<file path="src/rtl/pc_pkg.sv">
// Shared types and helpers for the PC sequencer and its return-address stack.
// Latency: none; this package holds only types, constants and pure functions.
// Backpressure: none.
package pc_pkg;

    // The encoding is ordered so that a numerically larger value means higher priority.
    typedef enum logic [2:0] {
        SRC_SEQ    = 3'd0,
        SRC_BRANCH = 3'd1,
        SRC_JUMP   = 3'd2,
        SRC_RET    = 3'd3,
        SRC_TRAP   = 3'd4
    } redirect_src_t;

    localparam int RAS_DEPTH_DEFAULT = 4;
    localparam int RAS_PTR_W         = $clog2(RAS_DEPTH_DEFAULT);

    // Widest address this helper handles; callers zero-extend and truncate around it.
    localparam int ADDR_MAX_W = 64;

    // Clears the log2(instr_bytes) low bits so every fetch address is instruction aligned.
    function automatic logic [ADDR_MAX_W-1:0] align_target(
        input logic [ADDR_MAX_W-1:0] addr,
        input int unsigned           instr_bytes
    );
        logic [ADDR_MAX_W-1:0] mask;
        mask = ~(ADDR_MAX_W'(instr_bytes) - ADDR_MAX_W'(1));
        return addr & mask;
    endfunction

endpackage

</file>
<file path="src/rtl/pc_sequencer_ras.sv">
// Circular return-address stack: push stores a return address, pop discards the top entry.
// Latency: top/empty/full are combinational from state; a push or pop takes effect at the next edge.
// Backpressure: none; a push when full overwrites the oldest entry, and a pop when empty is ignored.
module ras_stack
    import pc_pkg::*;
#(
    parameter int XLEN      = 32,
    parameter int RAS_DEPTH = RAS_DEPTH_DEFAULT
) (
    input  logic                         CLK,
    input  logic                         RESET_N,
    input  logic                         push,
    input  logic                         pop,
    input  logic [XLEN-1:0]              push_data,
    output logic [XLEN-1:0]              top,
    output logic                         empty,
    output logic                         full,
    output logic [$clog2(RAS_DEPTH)-1:0] ptr,
    output logic [$clog2(RAS_DEPTH):0]   count
);
    localparam int PTR_W = $clog2(RAS_DEPTH);
    localparam int CNT_W = PTR_W + 1;

    logic [XLEN-1:0]  mem [RAS_DEPTH];
    logic [PTR_W-1:0] top_idx;

    // ptr is the next slot to write; the most recent entry sits just below it.
    assign top_idx = ptr - PTR_W'(1);
    assign top     = mem[top_idx];
    assign empty   = (count == '0);
    assign full    = (count == CNT_W'(RAS_DEPTH));

    always_ff @(posedge CLK or negedge RESET_N) begin
        if (!RESET_N) begin
            ptr   <= '0;
            count <= '0;
        end else if (pop) begin
            if (!empty) begin
                ptr   <= top_idx;
                count <= count - CNT_W'(1);
            end
        end else if (push) begin
            // ptr wraps naturally because RAS_DEPTH is a power of two.
            ptr <= ptr + PTR_W'(1);
            if (!full) begin
                count <= count + CNT_W'(1);
            end
        end
    end

    // Storage needs no reset: entries are only read while count says they are valid.
    always_ff @(posedge CLK) begin
        if (push && !pop) begin
            mem[ptr] <= push_data;
        end
    end

endmodule

</file>
<file path="src/rtl/pc_sequencer.sv">
// Program-counter sequencer: priority-selects the next PC from trap/return/jump/branch/sequential sources.
// Latency: one cycle from request to PC; PC_NEXT_SEQ is combinational from PC only.
// Backpressure: BUSYWAIT or I_BUSYWAIT holds PC; the highest-priority redirect seen meanwhile is replayed on release.
// Ports: CLK/RESET_N; stall inputs BUSYWAIT, I_BUSYWAIT; requests TRAP, RET, JUMP(+CALL, JUMP_TARGET),
//        BRANCH_TAKEN(+BRANCH_TARGET); outputs PC, PC_NEXT_SEQ, REDIRECT_PENDING and RAS status flags.
module pc_sequencer
    import pc_pkg::*;
#(
    parameter int              XLEN         = 32,
    parameter logic [XLEN-1:0] RESET_VECTOR = '0,
    parameter logic [XLEN-1:0] TRAP_VECTOR  = XLEN'('h100),
    parameter int              INSTR_BYTES  = 4,
    parameter int              RAS_DEPTH    = 4
) (
    input  logic            CLK,
    input  logic            RESET_N,
    input  logic            BUSYWAIT,
    input  logic            I_BUSYWAIT,
    input  logic            BRANCH_TAKEN,
    input  logic [XLEN-1:0] BRANCH_TARGET,
    input  logic            JUMP,
    input  logic [XLEN-1:0] JUMP_TARGET,
    input  logic            CALL,
    input  logic            RET,
    input  logic            TRAP,
    output logic [XLEN-1:0] PC,
    output logic [XLEN-1:0] PC_NEXT_SEQ,
    output logic            REDIRECT_PENDING,
    output logic            RAS_EMPTY,
    output logic            RAS_UNDERFLOW,
    output logic            RAS_OVERFLOW
);
    localparam int PTR_W = $clog2(RAS_DEPTH);

    function automatic logic [XLEN-1:0] align(input logic [XLEN-1:0] addr);
        return XLEN'(align_target(ADDR_MAX_W'(addr), INSTR_BYTES));
    endfunction

    logic            stall;
    redirect_src_t   req_src;
    logic [XLEN-1:0] req_raw;
    logic [XLEN-1:0] req_target;
    logic            req_call;
    logic            capture;

    logic            pend_vld;
    redirect_src_t   pend_src;
    logic [XLEN-1:0] pend_target;
    logic            pend_call;
    logic            pend_ret;

    logic [XLEN-1:0] commit_target;
    logic            commit_call;
    logic            commit_ret;

    logic            ras_push;
    logic            ras_pop;
    logic [XLEN-1:0] ras_top;
    logic            ras_empty;
    logic            ras_full;
    logic [PTR_W-1:0] ras_ptr;
    logic [PTR_W:0]   ras_count;
    logic            unused_ras;

    assign stall       = BUSYWAIT | I_BUSYWAIT;
    assign PC_NEXT_SEQ = PC + XLEN'(INSTR_BYTES);

    always_comb begin
        req_src  = SRC_SEQ;
        req_raw  = PC_NEXT_SEQ;
        req_call = 1'b0;
        if (TRAP) begin
            req_src = SRC_TRAP;
            req_raw = TRAP_VECTOR;
        end else if (RET) begin
            req_src = SRC_RET;
            // An empty stack has nothing to predict, so the return falls through.
            req_raw = ras_empty ? PC_NEXT_SEQ : ras_top;
        end else if (JUMP) begin
            req_src  = SRC_JUMP;
            req_raw  = JUMP_TARGET;
            req_call = CALL;
        end else if (BRANCH_TAKEN) begin
            req_src = SRC_BRANCH;
            req_raw = BRANCH_TARGET;
        end
        req_target = align(req_raw);
    end

    // During a stall only a strictly higher-priority redirect may replace the captured one.
    assign capture = stall && (req_src != SRC_SEQ) && (!pend_vld || (req_src > pend_src));

    // On the release edge the pending entry wins outright: the held instruction is
    // re-presenting the same request, so taking the live inputs would act on it twice.
    assign commit_target = pend_vld ? pend_target : req_target;
    assign commit_call   = pend_vld ? pend_call   : req_call;
    assign commit_ret    = pend_vld ? pend_ret    : (req_src == SRC_RET);

    // The stack only moves on the edge where PC actually advances.
    assign ras_push = !stall && commit_call;
    assign ras_pop  = !stall && commit_ret;

    always_ff @(posedge CLK or negedge RESET_N) begin
        if (!RESET_N) begin
            PC            <= RESET_VECTOR;
            pend_vld      <= 1'b0;
            pend_src      <= SRC_SEQ;
            pend_target   <= '0;
            pend_call     <= 1'b0;
            pend_ret      <= 1'b0;
            RAS_UNDERFLOW <= 1'b0;
            RAS_OVERFLOW  <= 1'b0;
        end else if (stall) begin
            if (capture) begin
                pend_vld    <= 1'b1;
                pend_src    <= req_src;
                pend_target <= req_target;
                pend_call   <= req_call;
                pend_ret    <= (req_src == SRC_RET);
            end
        end else begin
            PC       <= commit_target;
            pend_vld <= 1'b0;
            pend_src <= SRC_SEQ;
            if (ras_pop && ras_empty) begin
                RAS_UNDERFLOW <= 1'b1;
            end
            if (ras_push && ras_full) begin
                RAS_OVERFLOW <= 1'b1;
            end
        end
    end

    assign REDIRECT_PENDING = pend_vld;
    assign RAS_EMPTY        = ras_empty;

    ras_stack #(
        .XLEN      (XLEN),
        .RAS_DEPTH (RAS_DEPTH)
    ) u_ras (
        .CLK       (CLK),
        .RESET_N   (RESET_N),
        .push      (ras_push),
        .pop       (ras_pop),
        .push_data (PC_NEXT_SEQ),
        .top       (ras_top),
        .empty     (ras_empty),
        .full      (ras_full),
        .ptr       (ras_ptr),
        .count     (ras_count)
    );

    // Pointer and occupancy are exported by the stack for observability only.
    assign unused_ras = ^{ras_ptr, ras_count};

endmodule

</file>
<file path="config.mk">
export PLATFORM = sky130hd
export DESIGN_NAME = pc_sequencer
export DESIGN_NICKNAME = d
export VERILOG_FILES = /design/src/rtl/pc_pkg.sv /design/src/rtl/pc_sequencer_ras.sv /design/src/rtl/pc_sequencer.sv
export SDC_FILE = /design/constraint.sdc
export NUM_CORES = 1
export LEC_CHECK = 0
export ABC_AREA = 0
export CORE_UTILIZATION = 40
export DETAILED_ROUTE_END_ITERATION = 16
export PLACE_DENSITY = 0.67
export SYNTH_ARGS = -nofsm -noshare
export SYNTH_HDL_FRONTEND = slang
export SYNTH_SLANG_ARGS = --single-unit
</file>
<file path="constraint.sdc">
create_clock -name CLK -period 3.8 [get_ports CLK]
set_input_delay 0.57 -clock CLK [delete_from_list [all_inputs] [get_ports CLK]]
set_output_delay 0.57 -clock CLK [all_outputs]
set_load 0.01 [all_outputs]
</file>
# == Yosys cells after proc, flatten, opt, wreduce, memory -nomap -nowiden ==
# Memories as Yosys holds them, arrays and structs flattened.
# Cells that the tools add are included.
# word_totals
reg_bits,75
latchBits,0
ramBits,128
rom_bits,0
inputBits,73
wordCells,71
n_memories,1
# memory_table
name,words,width,read_ports,rd_clocked_by_memory_dff,write_ports,line_no,text
u_ras.mem,4,32,1,0,1,pc_sequencer_ras.sv:24,logic [XLEN-1:0] mem [RAS_DEPTH];
# op_classes
add_sub_neg,5
mul,0
n_div,0
order_cmp,1
n_eq_ne,5
shift,0
n_mux,28
bitwise,2
n_reduce_logical,19
# ops
op,n
$mux W32,6
$add A32 B3 Y32 const B,1
$mux W3,7
$mux W1,10
$mux W2,5
$reduce_and A2 Y1,4
$logic_and A1 B1 Y1,7
$ne A2 B2 Y1 const B,2
$add A3 B1 Y3 const B,1
$eq A3 B2 Y1 const B,1
$eq A3 B3 Y1 const B,1
$gt A3 B3 Y1,1
$logic_not A1 Y1,3
$logic_not A3 Y1,1
$reduce_and A3 Y1,1
$reduce_bool A3 Y1,1
$sub A3 B1 Y3 const B,1
$add A2 B1 Y2 const B,1
$ne A2 B1 Y1 const B,1
$reduce_bool A2 Y1,1
$sub A2 B1 Y2 const B,1
$logic_or A1 B1 Y1,1
$not A1 Y1,1
$or A1 B1 Y1,1

# == Longest topological paths before layout ==
# Gate-level depths: netlist of the first run.
# logic_depth
depth_word,11
mapped_depth,12
mapped_depth_nobuf,8

# == Hierarchy ==
# Synthesis of the first run repeated with hierarchy kept, for this count alone.
# unflattened
hier_cells,758
hier_area_um2,9599.2
# modules_own_cells
module,n_inst,cells_each,area_each_um2
ras_stack,1,212,5073.6
pc_sequencer,1,546,4525.6

# == Least setup slack after synthesis of the first run ==
# Ideal clock, no wire load.
# synth_timing
kind,register to register
from,register u_ras.ptr[0]
to,register PC[10]
t_arrival_ns,2.817
t_required_ns,3.681
setup_slack_ns,0.865
stages_incl_launch_ff,12
n_path_buf,5
synth_period_minus_slack_ns,2.935
path_cell_list,dfrtp_1 > buf_2 > buf_4 > buf_4 > inv_1 > ha_1 > clkbuf_1 > clkbuf_1 > mux4_2 > o221ai_1 > o21ai_0 > o21a_1
# synth_via
elab_chain_len,6
# synth_rtl
item,line_no,text
"start, declared",pc_sequencer_ras.sv:18,"output logic [$clog2(RAS_DEPTH)-1:0] ptr,"
"start signal, assigned",pc_sequencer_ras.sv:39,ptr <= top_idx;
"start signal, assigned",pc_sequencer_ras.sv:44,ptr <= ptr + PTR_W'(1);
$sub A2 B1 Y2,pc_sequencer_ras.sv:28,assign top_idx = ptr - PTR_W'(1);
$mem_v2 Z4 W32,--,
$mux W32,pc_sequencer.sv:78,req_raw = ras_empty ? PC_NEXT_SEQ : ras_top;
$mux W32,pc_sequencer.sv:75,end else if (RET) begin
$mux W32,pc_sequencer.sv:72,if (TRAP) begin
$mux W32,pc_sequencer.sv:95,assign commit_target = pend_vld ? pend_target : req_target;
"end signal, assigned",pc_sequencer.sv:122,PC <= commit_target;
"end, declared",pc_sequencer.sv:26,"output logic [XLEN-1:0] PC,"
# No other way between the ends.
# A chain may end at the register's enable or synchronous reset.

# == Worst setup path after layout of the first run ==
# layout_timing
from,register PC[12]
to,output port PC_NEXT_SEQ[26]
# layout_via
elab_chain_len,1
# layout_rtl
item,line_no,text
$add A32 B3 Y32,pc_sequencer.sv:66,assign PC_NEXT_SEQ = PC + XLEN'(INSTR_BYTES);
"end, declared",pc_sequencer.sv:27,"output logic [XLEN-1:0] PC_NEXT_SEQ,"
# No other way between the ends.

==> impl_metrics.tcl, run 1 <==
set metrics [dict create \
    core_um2 22800 \
    max_freq_ghz 0.272 \
    wirelength_um 28400 \
    antenna_found_initial 0 \
    rsz0062_at_grt "false" \
    drt_iter0_drc 722 \
    vias 7294 \
    worst_slew_pin_slew_ns 1.05 \
    status "finished, final reports clean" \
    cpMaxStageDelayCell "or4_1" \
    cts.htree.levels 4 \
    grt_max_degree 74 \
    rows 55 \
    io_buffers 132 \
    arrival_ns 3.10 \
    power_leakage_uw 0.00437 \
    setup_ws_ns 0.129 \
    design.die.area_um2 24100 \
    ys_types 64 \
    pre_cts_ws_ns 0.381 \
    slowest_delay_ns 0.69 \
    r2r-start "u_ras.count[2]" \
    cp-startpoint "PC[12]" \
    ff2ff_path_depth 6 \
    crit_path_end "PC_NEXT_SEQ[26]" \
    powerDensity_nw_per_um2 650 \
    synth.cell_area_um2 9390 \
    synth_top_area_cell "edfxtp_1" \
    ant_nets 0 \
    dp_cells 1220 \
    grt_overflow_total 0 \
    first_pass_iters 5 \
    reg2reg_to "PC[17]" \
    cts-root-buf "clkbuf_16" \
    numCtsBuffers 17 \
    clock_sinks 193 \
    synthCells 797 \
    vias_per_cell 5.83 \
    synth_edf_count 120 \
    cts_buffer_depth 2 \
    ys_seq_area_frac 0.578 \
    synthXorXnorAreaFrac 0.0261 \
    finalSetupViolCount 0 \
    ir_drop_v 0.000358 \
    power_uw 7650 \
    crit_chain "nand4_2 > or4_1 > o31a_1 > or2_2 > clkdlybuf4s50_1" \
    yosys_warnings 0 \
    r2r_slack_ns 0.93 \
    instances_no_fill 1252 \
    min_path_type "in2async" \
    drc 0 \
    period_minus_slack_ns 3.67 \
    worstPathMaxFanout 7 \
    ys.flop_type "edfxtp_1" \
    antenna_cells 0 \
    post_cts.repair.setup_buffers 0 \
    synth_top_family_by_area "compound AO/OA/AOI/OAI gates" \
    ys_seq_elements 193 \
    netlist.area_leader.share 0.384 \
    grt_pass1_vias 7157 \
    synthArstFlopShare 0.378 \
    wl_per_cell_um 22.7 \
    drv_slew 0 \
    worstPathRequired_ns 3.23 \
    cts_tree "done" \
    synth_compound_area_frac 0.159 \
    skew_ns 0.0100 \
    die_h_um 155 \
    final.period_utilization 0.966 \
    synth_fa_ha_area_frac 0.0117 \
    crit_type "reg2out" \
    dpl.hpwl_um 18900 \
    yosys.area_share.simple 0.108 \
    synth_area_per_cell_um2 11.8 \
    synth.area.top_cells "edfxtp_1 (38%), dfrtp_1 (19%), mux4_2 (6.2%)" \
    slew_headroom 0.299 \
    final_hold_viol_count 0 \
    drv_cap 0 \
    end_kind "output port" \
    layout_common_cells "clkdlybuf4s50_1 (131), edfxtp_1 (120), dfrtp_1 (72)" \
    worstSkewPairLatency_ns 0.43 \
    drive_gt1_frac 0.118 \
    muxShareOfSynthArea 0.0799 \
    start_util 0.411 \
    fin_nets 1007 \
    final_common_cell "clkdlybuf4s50_1" \
    clkTransAtPathRegs_ns 0.07 \
    die_x_um 155 \
    grt_pass1_wl_um 43300 \
    io_pins 141 \
    place_congestion 0.840 \
    syn2layout_area_growth_pct 25.4 \
    grt.total_usage 0.246 \
    startpoint_type "register" \
    tns_ns 0 \
]
-- what timing repair did --
action | in CTS | in global routing
resized for setup | 0 | 1
hold buffers | 0 | 0
endpoints found under the setup margin | 0 | 1
endpoints found under the hold margin | 0 | 0
-- cells by family after synthesis --
group	count (synthesis)
xor gates and xnor gates	28
and+or+nand+nor	200
adders and majority gates	9
muxes	42
DFF	193
other	1
AOI/OAI and AO/OA	241
buffers and inverters	83
-- where the power goes --
part           total, µW  internal (µW)  switching (µW)
combinational       2900           1350            1550
clock               1730            916             816
sequential          3020           2680             344
-- how the worst min path moves through the flow --
stage / cells after the start / slack [ns] / to / startpoint
finish: 1 / 0.28 / PC[22] / RESET_N
global placement: 1 / 0.45 / RAS_UNDERFLOW / RAS_UNDERFLOW
detailed placement: 1 / 0.45 / RAS_UNDERFLOW / RAS_UNDERFLOW
global route: 1 / 0.38 / PC[23] / RESET_N
floorplan: 0 / 0.27 / PC[10] / RESET_N
CTS: 1 / 0.33 / PC[31] / RESET_N
-- synthesized netlist by cell type (all sizes together), types with 3 or more instances --
cell,count
o22ai,24
and4,3
mux2,4
ha,8
a211oi,4
and3,28
nand2,71
a211o,5
a22oi,7
xor2,6
mux2i,12
a21oi,67
nor2,31
nand4,10
buf,18
a21o,5
o21a,8
or3,6
nand3,22
or2,3
clkbuf,44
dfrtp,73
edfxtp,120
o21ai,66
xnor2,22
nor4,4
nor3,7
mux4,26
inv,20
o221ai,6
and2,7
o31ai,19
o211ai,9
-- layout make-up --
cell class              instances  area (µm²)
inverters                      21        78.8
fillers                      2049       11100
clock buffers                  18         429
well taps                     313         392
clock inverters                14         129
flip-flops and latches        193        5430
repair buffers                169        1670
multi-input cells             524        3650
-- state kept, by name, indices dropped and copies added, names as in the netlist --
name	cells
u_ras.count	3
pend_call	1
u_ras.ptr	2
RAS_OVERFLOW	1
PC	30
REDIRECT_PENDING	1
RAS_UNDERFLOW	1
pend_src	3
u_ras.mem	120
pend_ret	1
pend_target	30
-- layer usage --
layer  routed length (µm)  vias to the layer above  share of wire  track usage
li1                     -                     3285              -            -
met1                11700                     3601           0.41        0.330
met2                13900                      367           0.49        0.408
met3                 2250                       41          0.079       0.0426
met4                  653                        0          0.023       0.0780
met5                    0                        -              0            0
-- per-stage QoR --
step	utilization	area (µm²)	hold WS (ns)
final	0.515	11800	0.279
after floorplan	-	9400	0.274
after CTS	0.515	11800	0.330
after detailed placement	0.491	11200	0.447
after global placement	0.491	11200	0.448
after global routing	0.515	11800	0.377
-- critical path: cells and delay by family, from the launching register on --
family	cells	cell delay, ns
and+or+nand+nor	3	1.31
buffers and inverters	1	0.51
DFF	1	0.50
AOI/OAI and AO/OA	1	0.35
(Power assumes the default switching activity.)
==> run 2: changes to the inputs <==
--- a/config.mk
+++ b/config.mk
@@ -9,6 +9,7 @@
 export CORE_UTILIZATION = 40
 export DETAILED_ROUTE_END_ITERATION = 16
 export PLACE_DENSITY = 0.67
+export SLEW_MARGIN = 20
 export SYNTH_ARGS = -nofsm -noshare
 export SYNTH_HDL_FRONTEND = slang
 export SYNTH_SLANG_ARGS = --single-unit
==> results of run 2 <==
Same layout as run 1: the final DEF is identical, and so are final timing and power.
